## config.mk

```make
export PLATFORM = sky130hd
export DESIGN_NAME = mem_access_unit
export DESIGN_NICKNAME = d
export VERILOG_FILES = /design/src/rtl/mem_access_unit.sv
export SDC_FILE = /design/constraint.sdc
export NUM_CORES = 1
export LEC_CHECK = 0
export CAP_MARGIN = 0
export CORE_ASPECT_RATIO = 0.8
export CORE_MARGIN = 10
export CORE_UTILIZATION = 43
export CTS_CLUSTER_SIZE = 8
export DETAILED_ROUTE_END_ITERATION = 10
export PLACE_DENSITY = 0.84
export SKIP_LAST_GASP = 1
export SLEW_MARGIN = 20
export SYNTH_ARGS = -nofsm -noshare
export SYNTH_HDL_FRONTEND = slang
export SYNTH_SLANG_ARGS = --single-unit
```

## constraint.sdc

```tcl
create_clock -name clk -period 5.8 [get_ports clk]
set_input_delay 1.16 -clock clk [delete_from_list [all_inputs] [get_ports clk]]
set_output_delay 1.16 -clock clk [all_outputs]
set_load 0.05 [all_outputs]
```

## src/rtl/mem_access_unit.sv

```systemverilog
// Load/store initiator for a single-port word memory. Sub-word stores run as read-modify-write.
// Optional build macro MAU_MISALIGN_TRAP_EN: misaligned half/word accesses return an error.
module mem_access_unit #(
  parameter int MEM_WORDS = 1024
) (
  input  logic        clk,
  input  logic        reset,
  input  logic        req_valid,
  output logic        req_ready,
  input  logic        req_we,
  input  logic [1:0]  req_size,
  input  logic        req_unsigned,
  input  logic [31:0] req_addr,
  input  logic [31:0] req_wdata,
  output logic        rsp_valid,
  output logic [31:0] rsp_rdata,
  output logic        rsp_err,
  output logic [31:0] mem_address,
  output logic [31:0] mem_data_out,
  input  logic [31:0] mem_data_in,
  output logic        mem_we,
  output logic [1:0]  dbg_state
);

  // Handshake: a request is taken on a rising edge where req_valid & req_ready;
  // rsp_valid is a single-cycle pulse with no backpressure, and req_ready stays
  // low from acceptance until the cycle after that pulse.

  typedef enum logic [1:0] {
    IDLE  = 2'd0,
    READ  = 2'd1,
    WRITE = 2'd2,
    RESP  = 2'd3
  } state_t;

  localparam logic [32:0] ADDR_LIMIT = 33'(MEM_WORDS) * 33'd4;

  state_t      state, state_next;

  logic        we_q;
  logic [1:0]  size_q;
  logic        uns_q;
  logic [1:0]  lane_q;
  logic [15:0] wdata_q;

  logic        size_bad, range_bad, misalign_bad, req_err;
  logic [31:0] eff_addr;
  logic        accept;

  logic        rsp_valid_n, rsp_err_n, mem_we_n;
  logic [31:0] rsp_rdata_n, mem_address_n, mem_data_out_n;

  assign accept    = req_valid & req_ready;
  assign dbg_state = state;

  assign size_bad  = (req_size == 2'd3);
  assign range_bad = ({1'b0, req_addr} >= ADDR_LIMIT);

`ifdef MAU_MISALIGN_TRAP_EN
  assign misalign_bad = ((req_size == 2'd1) && req_addr[0]) ||
                        ((req_size == 2'd2) && (req_addr[1:0] != 2'b00));
  assign eff_addr     = req_addr;
`else
  assign misalign_bad = 1'b0;
  always_comb begin
    eff_addr = req_addr;
    if (req_size == 2'd1) eff_addr[0]   = 1'b0;
    if (req_size == 2'd2) eff_addr[1:0] = 2'b00;
  end
`endif

  assign req_err = size_bad | range_bad | misalign_bad;

  // Select the addressed lane and sign/zero-extend it to a full word.
  function automatic logic [31:0] extend_load(input logic [31:0] word, input logic [1:0] size,
                                              input logic [1:0] lane, input logic uns);
    logic [7:0]  b;
    logic [15:0] h;
    logic [31:0] r;
    case (lane)
      2'd0:    b = word[7:0];
      2'd1:    b = word[15:8];
      2'd2:    b = word[23:16];
      default: b = word[31:24];
    endcase
    h = lane[1] ? word[31:16] : word[15:0];
    case (size)
      2'd0:    r = {{24{b[7]  & ~uns}}, b};
      2'd1:    r = {{16{h[15] & ~uns}}, h};
      default: r = word;
    endcase
    return r;
  endfunction

  // Replace the addressed byte/half of the read-back word with the store data.
  function automatic logic [31:0] merge_store(input logic [31:0] word, input logic [1:0] size,
                                              input logic [1:0] lane, input logic [15:0] data);
    logic [31:0] r;
    r = word;
    if (size == 2'd0) begin
      case (lane)
        2'd0:    r[7:0]   = data[7:0];
        2'd1:    r[15:8]  = data[7:0];
        2'd2:    r[23:16] = data[7:0];
        default: r[31:24] = data[7:0];
      endcase
    end else begin
      if (lane[1]) r[31:16] = data;
      else         r[15:0]  = data;
    end
    return r;
  endfunction

  always_comb begin
    state_next     = state;
    rsp_valid_n    = 1'b0;
    rsp_err_n      = 1'b0;
    rsp_rdata_n    = 32'd0;
    mem_we_n       = 1'b0;
    mem_address_n  = mem_address;
    mem_data_out_n = mem_data_out;
    case (state)
      IDLE: begin
        if (accept) begin
          if (req_err) begin
            state_next  = RESP;
            rsp_valid_n = 1'b1;
            rsp_err_n   = 1'b1;
          end else begin
            mem_address_n = {eff_addr[31:2], 2'b00};
            if (req_we && (req_size == 2'd2)) begin
              state_next     = WRITE;
              mem_we_n       = 1'b1;
              mem_data_out_n = req_wdata;
            end else begin
              state_next = READ;
            end
          end
        end
      end
      READ: begin
        if (we_q) begin
          state_next     = WRITE;
          mem_we_n       = 1'b1;
          mem_data_out_n = merge_store(mem_data_in, size_q, lane_q, wdata_q);
        end else begin
          state_next  = RESP;
          rsp_valid_n = 1'b1;
          rsp_rdata_n = extend_load(mem_data_in, size_q, lane_q, uns_q);
        end
      end
      WRITE: begin
        state_next  = RESP;
        rsp_valid_n = 1'b1;
      end
      default: begin
        state_next = IDLE;
      end
    endcase
  end

  always_ff @(posedge clk or posedge reset) begin
    if (reset) begin
      state        <= IDLE;
      req_ready    <= 1'b1;
      rsp_valid    <= 1'b0;
      rsp_err      <= 1'b0;
      rsp_rdata    <= 32'd0;
      mem_we       <= 1'b0;
      mem_address  <= 32'd0;
      mem_data_out <= 32'd0;
    end else begin
      state        <= state_next;
      req_ready    <= (state_next == IDLE);
      rsp_valid    <= rsp_valid_n;
      rsp_err      <= rsp_err_n;
      rsp_rdata    <= rsp_rdata_n;
      mem_we       <= mem_we_n;
      mem_address  <= mem_address_n;
      mem_data_out <= mem_data_out_n;
    end
  end

  // Request fields held for the READ/WRITE phases.
  always_ff @(posedge clk or posedge reset) begin
    if (reset) begin
      we_q    <= 1'b0;
      size_q  <= 2'd0;
      uns_q   <= 1'b0;
      lane_q  <= 2'd0;
      wdata_q <= 16'd0;
    end else if (accept) begin
      we_q    <= req_we;
      size_q  <= req_size;
      uns_q   <= req_unsigned;
      lane_q  <= eff_addr[1:0];
      wdata_q <= req_wdata[15:0];
    end
  end

endmodule

```

# Word-level counts from Yosys, hierarchy flattened

Index checks and enable logic that the tools add are counted.

Input bits: 103
Logic and storage cells: 77
Output and inout port bits: 102
Flip-flop bits (word level): 122

Bitwise operators: 6
$lt $le $gt $ge: 1
Multiplexer cells: 36
Equality and inequality tests: 12
Reductions and logical operators: 9

Operator list:

| cell                                                                                  | count |
|---|---|
| 32-bit two-way mux                                                                    | 7 |
| 32-bit case mux with 2 select lines                                                   | 2 |
| 16-bit two-way mux                                                                    | 3 |
| 8-bit two-way mux                                                                     | 6 |
| 32-bit by 13-bit greater-or-equal comparator with 1-bit output, second input constant | 1 |
| 8-bit case mux with 3 select lines                                                    | 1 |
| 1-bit two-way mux                                                                     | 10 |
| 2-bit by 1-bit == test with 1-bit output, second input constant                       | 4 |
| 2-bit == test, second input constant                                                  | 4 |
| 2-bit zero test                                                                       | 4 |
| 2-bit two-way mux                                                                     | 4 |
| 2-bit inequality test, second input constant                                          | 4 |
| 2-bit case mux with 3 select lines                                                    | 1 |
| 5-bit AND reduction                                                                   | 1 |
| 1-bit AND                                                                             | 3 |
| 1-bit case mux with 3 select lines                                                    | 1 |
| 3-bit AND reduction                                                                   | 1 |
| 3-bit OR reduction                                                                    | 1 |
| 1-bit NOT                                                                             | 2 |
| 1-bit case mux with 2 select lines                                                    | 1 |
| 2-bit nonzero test                                                                    | 1 |
| 1-bit logical AND                                                                     | 1 |
| 1-bit OR                                                                              | 1 |

# Logic depth before layout (Yosys ltp)

Gate-level depths: netlist of the first run.

Word-level depth: 8
Depth in mapped cells: 10
Gate-level depth less buffers: 6

# Least setup slack after synthesis of the first run

OpenSTA, ideal clock, no wires.

Kind: input-to-reg
From: input req_addr[30]
To: register mem_data_out[13]
Data required time: 5.678 ns
Arrival time: 2.571 ns
Stages: 6
Slack: 3.108 ns
Path through: nor4_2 nand4_1 or3_1 buf_2 buf_6 a32o_1

Longest elaborated chain between the ends: 4

Ends and longest elaborated chain:

| item                                                           | line | RTL |
|---|---|---|
| from (decl)                                                    | 13   | `input logic [31:0] req_addr,` |
| 32-bit by 13-bit greater-or-equal comparator with 1-bit output | 57   | `assign range_bad = ({1'b0, req_addr} >= ADDR_LIMIT);` |
| 1-bit OR                                                       | 72   | `assign req_err = size_bad \| range_bad \| misalign_bad;` |
| 2-bit inequality test (no source line)                         | n/a  |  |
| 5-bit AND reduction (no source line)                           | n/a  |  |
| to (signal assigned)                                           | 180  | `mem_data_out <= mem_data_out_n;` |
| to (decl)                                                      | 19   | `output logic [31:0] mem_data_out,` |

No other way between the ends.
A chain may end at the register's enable or synchronous reset.

# Final worst setup path of the first run

From: input req_valid
To: register mem_data_out[13]

Longest elaborated chain between the ends: 3

Ends and longest elaborated chain:

| item                                   | line | RTL |
|---|---|---|
| from (decl)                            | 8    | `input logic req_valid,` |
| 1-bit AND                              | 53   | `assign accept = req_valid & req_ready;` |
| 2-bit inequality test (no source line) | n/a  |  |
| 5-bit AND reduction (no source line)   | n/a  |  |

No other way between the ends.

==> results of run 1 <==
==> per-layer routing <==
layer | vias up | GRT usage | wire [um]
li1 | 2607 | - | -
met1 | 2709 | 0.277 | 8730
met2 | 358 | 0.312 | 9150
met3 | 34 | 0.0888 | 2560
met4 | 2 | 0.0616 | 427
met5 | - | 0 | 17
==> state kept, by name, indices dropped and copies added, names as in the netlist, 2 cells and up <==
register and cells:
mem_data_out 32, rsp_rdata 32, mem_address 30, wdata_q 16, dbg_state 2, lane_q 2, size_q 2
==> cells by family (layout without fill, tap and decap cells) <==
logic type / after synthesis / count (layout) / synth area share
AO/OA/AOI/OAI: 199 / 199 / 0.226
adder cells (fa/ha/maj): 4 / 4 / 0.00818
buffers and inverters: 78 / 263 / 0.0536
flip-flops: 122 / 122 / 0.499
multiplexers: 20 / 20 / 0.0384
other: 1 / 2 / 0.000613
AND/OR/NAND/NOR: 199 / 199 / 0.174
==> cells in the mapped netlist, types with 2 or more instances <==
cell	instances	share of area
dfrtp_1	121	0.49
nand2_1	87	0.053
o21ai_0	61	0.050
clkbuf_1	43	0.026
nor2_1	28	0.017
a31oi_1	23	0.024
and2_1	22	0.022
a21oi_1	21	0.017
inv_1	21	0.013
a21o_1	19	0.023
a32o_1	18	0.029
o31ai_1	14	0.017
and3_1	13	0.013
o311ai_0	13	0.019
mux2_2	11	0.020
nand3_1	11	0.0090
a221oi_1	7	0.010
buf_2	7	0.0057
mux2_1	7	0.013
nand2b_1	7	0.0072
o221a_2	6	0.011
a211oi_1	5	0.0061
nand4bb_1	5	0.0092
nor3_1	5	0.0041
ha_1	4	0.0082
nor4_4	4	0.014
buf_4	3	0.0037
nor2b_1	3	0.0031
o22ai_1	3	0.0031
or4bb_1	3	0.0055
a31o_2	2	0.0029
buf_1	2	0.0012
buf_6	2	0.0037
nand4_1	2	0.0020
==> power groups by stage <==
stage / logic [mW] / registers [mW] / clock network, mW
after floorplan: 1.07 / 1.88 / 0
after global placement: 2.36 / 1.32 / 0
after detailed placement: 2.39 / 1.32 / 0
after CTS: 2.41 / 1.31 / 1.10
after global routing: 2.58 / 1.35 / 1.14
final: 2.41 / 1.32 / 1.09
==> worst paths after layout <==
check / startpoint / to / slack (ns)
hold reg to reg: wdata_q[11] / wdata_q[11] / 0.47
setup / recovery: req_valid / mem_data_out[13] / 2.16
setup reg to reg: dbg_state[1] / mem_data_out[13] / 2.63
hold / removal: wdata_q[11] / wdata_q[11] / 0.47
min in group asynchronous: reset / rsp_rdata[24] / 1.19
max in group asynchronous: reset / dbg_state[0] / 3.52
==> through the flow <==
| stage | utilization | power, mW | std cells | hold WS (ns) |
|---|---|---|---|---|
| 2_1_floorplan | - | 2.96 | 624 | 0.439 |
| 3_3_place_gp | 0.596 | 3.67 | 957 | 0.452 |
| 4_1_cts | 0.640 | 4.82 | 989 | 0.472 |
| 3_5_place_dp | 0.596 | 3.72 | 957 | 0.456 |
| 6_report | 0.641 | 4.82 | 989 | 0.470 |
| 5_1_grt | 0.641 | 5.08 | 989 | 0.487 |
==> area by class of cell <==
class | instances | area [sq um] | area share
clock buffer | 22 | 474 | 0.0539
clock inverter | 10 | 141 | 0.0161
inverter | 21 | 81.3 | 0.00924
multi-input combinational | 424 | 2740 | 0.312
sequential | 122 | 3050 | 0.347
tap | 180 | 225 | 0.0256
timing repair buffer | 210 | 2080 | 0.237
==> worst max-delay path, stage by stage <==
cell and delay [ns]:
clkdlybuf4s50_1 0.50, and2_0 0.13, buf_4 0.27, nand4_1 0.63, or3_1 0.87, a32o_1 0.37
==> metrics, run 1 <==
critical path type input pin to flip-flop; final non-filler cell area around 8800 sq um; Max Buffers Root-to-Sink 2; Arrival @ worst endpoint a little under 4 ns; post-detailed-route DRC marker count 0; overflow left after global routing 0; layout overhead on the synthesized area 43.8%; worst reg2reg path depth 8; NumNets Final around 900; Pleak 3.84 nW; DRT iter0 DRCs 736; Reg power frac 0.273; number of warnings reported in the yosys synthesis log 0; Post-CTS Resized 0; largest net degree at the start of global routing 65; run status finished, final reports clean; max-slew violation count 0; number of antenna violations at the first check in global routing 1; highest clock rate 274 MHz; last weighted congestion value of the routability-driven placer 0.886; critical path required time between 6 and 7 ns; share of the cycle needed by the critical path after routing 0.628; placeable core region 13700 sq um; Hold Vio Cnt, Final 0; transition at the pin with the smallest max-transition slack 1.04 ns; category of the worst setup path capture point flip-flop; final setup skew 0.0106 ns; post-detailed-placement half-perimeter wirelength 14900 um; Maximum Capacitance Violations 0; post-cts hold buffer count 0; die area 19400 sq um; peak supply drop 0.329 mV; Yosys reg bits 122; EDFF count, synth 0; ratio of routed vias to standard cells 5.77; worst max-slew margin expressed relative to the limit 0.306; clock insertion delay at the later pin of the skew report a little over 0.4 ns; distinct cell type count after synthesis 54; proportion of power drawn by combinational gates 0.500; class of the tightest hold or removal check flip-flop to flip-flop; Starting Density 0.445; Num CTS Buffers 17; fill count 1100; post-synthesis instance area 6120 sq um; top-level port count 205; mean routed wirelength per cell 21.1 um; number of setup buffers added after CTS 0; Post-Synthesis Cells 623; clock input transition at the sequential cells of the worst setup and hold paths 0.06 ns; register area share after synthesis 0.499; Die X-Extent ~150 um; switching part of the total 0.449; via count of the first global-routing pass between 5000 and 6000; least setup slack across all paths after layout 2.16 ns; Cell Area, Placed 8180 sq um; quantity of I/O buffers inserted on ports 202; worst hold stages 2; most used flip-flop cell after synthesis dfrtp_1; clock tree from TritonCTS built; most common library cell in the layout ignoring fill and taps clkdlybuf4s50_1; power dissipated by switching net loads 2.17 mW; maximum fanout encountered on the critical timing path 24; global-route total usage across every layer 0.211; Worst Setup Slack post-DPL 1.78 ns; Root Buffer clkbuf_16; Via Count 5710; global-route wire length before repair 33100 um; clock power share 0.226; synthesized area divided by synthesized cell count slightly below 10 sq um; power per cell area roughly 550 nW/um^2; Routed Antenna Nets 0; Final setup violation count 0; total length of routed wires 20900 um; total iterations of the first detailed-routing run 6; crit path time final 3.64 ns; proportion of synthesized flip-flops having asynchronous set or reset 1.00; number of levels the H-tree was split into 4; ANT cells 0; highest-count cells in the layout ignoring fill and taps 202 x clkdlybuf4s50_1, 121 x dfrtp_1, 87 x nand2_1, 61 x o21ai_0, 28 x nor2_1; kind of start point of the critical path input pin; Chip Height 127 um; Sum Neg Setup Slack 0 ns; Site Rows 38; fraction of layout instances using a drive strength above 1 0.0878; Power Internal roughly 2.7 mW; TritonCTS Sinks 122; unrepaired setup endpoints after global routing false
No activity file was read; power rests on OpenSTA's default activity.
==> run 2, diff against run 1 <==
Settings changed: CORE_UTILIZATION 43 to 42, PLACE_DENSITY 0.84 to 0.85.
Clock period 5.8 ns to 2.9 ns, I/O delays scaled along.
==> run 2 against run 1 <==
Against the previous run:
- power increased by 100%
- die area increased by 2.0%
- cell count increased by 2.1%
- sequential power increased by 94%
- clock skew decreased by 0.0048 ns
- final area increased by 1.6%
- wire length increased by 2.2%
- worst hold slack improved by 0.00059 ns
- clock power increased by 94%
- via count increased by 1.3%
- global-route usage decreased by 0.078 points
- non-clock buffer count increased by 17
- critical endpoint is now mem_data_out[0]
- largest power group unchanged
- highest routed layer is now met4
==> metrics, run 2 (synthesized netlist as in run 1, its figures left out) <==
run status finished, final reports clean; Routed Antenna Nets 0; largest net degree at the start of global routing 63; path length in cells of the critical path 5; unrepaired setup endpoints after global routing false; ratio of routed vias to standard cells 5.72; delay-heaviest family, CP compound AO/OA/AOI/OAI gates; total length of routed wires 21300 um; max incr delay on CP 0.69 ns; worst hold stages 2; power per cell area 1090 nW/um^2; Starting Density 0.428; post-detailed-placement half-perimeter wirelength 15700 um; Sum Neg Setup Slack 0 ns; Final Power 9.71 mW; Root Buffer clkbuf_16; transition at the pin with the smallest max-transition slack approximately 0.75 ns; Chip Height 128 um; TritonCTS Sinks 122; quantity of I/O buffers inserted on ports 202; NumNets Final 920; critical path's slowest cell o41a_1; number of setup buffers added after CTS 0; most common library cell in the layout ignoring fill and taps clkdlybuf4s50_1; Max Buffers Root-to-Sink 2; number of antenna violations at the first check in global routing 0; crit path time final 2.46 ns; number of levels the H-tree was split into 4; CP Cell Sequence clkdlybuf4s50_1, nor4_2, nand2_1, o41a_1, o31ai_1; Cell Area, Placed 8350 sq um; final setup skew a little under 0.006 ns; clock input transition at the sequential cells of the worst setup and hold paths 0.05 ns; ANT cells 0; clock tree from TritonCTS built; final non-filler cell area 8950 sq um; maximum fanout encountered on the critical timing path 15; Final setup violation count 0; mean routed wirelength per cell about 21 um; worst max-slew margin expressed relative to the limit 0.493; critical path required time 3.21 ns; class of the tightest hold or removal check flip-flop to flip-flop; highest clock rate 407 MHz; last weighted congestion value of the routability-driven placer between 0.9 and 1; Util after Layout 0.626; highest-count cells in the layout ignoring fill and taps 202 x clkdlybuf4s50_1, 121 x dfrtp_1, 87 x nand2_1, 61 x o21ai_0, 28 x nor2_1; worst reg2reg path depth 8; fraction of layout instances using a drive strength above 1 0.105; placeable core region 14300 sq um; Maximum Capacitance Violations 0; DRT iter0 DRCs about 510; clock insertion delay at the later pin of the skew report around 0.42 ns; global-route wire length before repair roughly 33000 um; final hold slack 0.471 ns; global-route total usage across every layer 0.210; via count of the first global-routing pass 5772; total iterations of the first detailed-routing run 7; Via Count 5782; Num CTS Buffers 17; Arrival @ worst endpoint 2.77 ns; overflow left after global routing 0; critical path type input pin to flip-flop; category of the worst setup path capture point flip-flop; die area 19800 sq um; Die X-Extent around 150 um; post-cts hold buffer count 0; Post-CTS Resized 0; Site Rows 39; Hold Vio Cnt, Final 0; layout overhead on the synthesized area 46.2%; Pleak just under 4 nW; top-level port count between 200 and 250; post-detailed-route DRC marker count 0; share of the cycle needed by the critical path after routing 0.848; peak supply drop 0.579 mV; buffers and inverters on the worst path 1; kind of start point of the critical path input pin; biggest regs mem_data_out (32), rsp_rdata (32), mem_address (30); max-slew violation count 0
## run 2: where the power goes
part | internal (mW) | total [mW] | switching (mW)
clock network | 1.37 | 2.11 | 0.739
logic | 1.77 | 5.04 | 3.27
registers | 2.23 | 2.56 | 0.336
total | 5.37 | 9.71 | 4.34
## run 2: layout make-up
cell class / instances / area (sq um)
Fill cell: 1160 / 5350
Sequential cell: 122 / 3050
Multi-Input combinational cell: 424 / 2740
Timing Repair Buffer: 227 / 2250
Clock buffer: 24 / 502
Tap cell: 184 / 230
Clock inverter: 8 / 90.1
Inverter: 21 / 82.6
## run 2: stage by stage
stage | setup slack (ns) | std cells
6_report | 0.441 | 1010
5_1_grt | 0.289 | 1010
4_1_cts | 0.471 | 1010
3_5_place_dp | 0.0451 | 978
3_3_place_gp | 0.161 | 978
2_1_floorplan | 0.403 | 624
## run 2: worst paths after layout
check                                         to          from  slack (ns)
worst max-delay path             mem_data_out[0]  req_addr[30]        0.44
worst min-delay path                 wdata_q[10]   wdata_q[10]        0.47
worst max register to register  mem_data_out[30]  dbg_state[1]        0.52
worst min register to register       wdata_q[10]   wdata_q[10]        0.47
min in group asynchronous          rsp_rdata[26]         reset        0.62
max in group asynchronous              req_ready         reset        1.63
## run 2: routing by layer
layer | global-route usage | vias up | share of wire
li1 | - | 2632 | -
met4 | 0.0510 | 0 | 0.010
met1 | 0.268 | 2795 | 0.42
met2 | 0.318 | 330 | 0.46
met3 | 0.0952 | 25 | 0.12
met5 | 0 | - | 0
## run 2: worst register-to-register path, stage by stage (launching register included)
cell and delay [ns]:
dfrtp_1 0.43, inv_1 0.10, ha_1 0.22, nand2b_1 0.10, buf_4 0.20, nand2_1 0.32, or3_1 0.42, buf_4 0.21
a32o_1 0.27
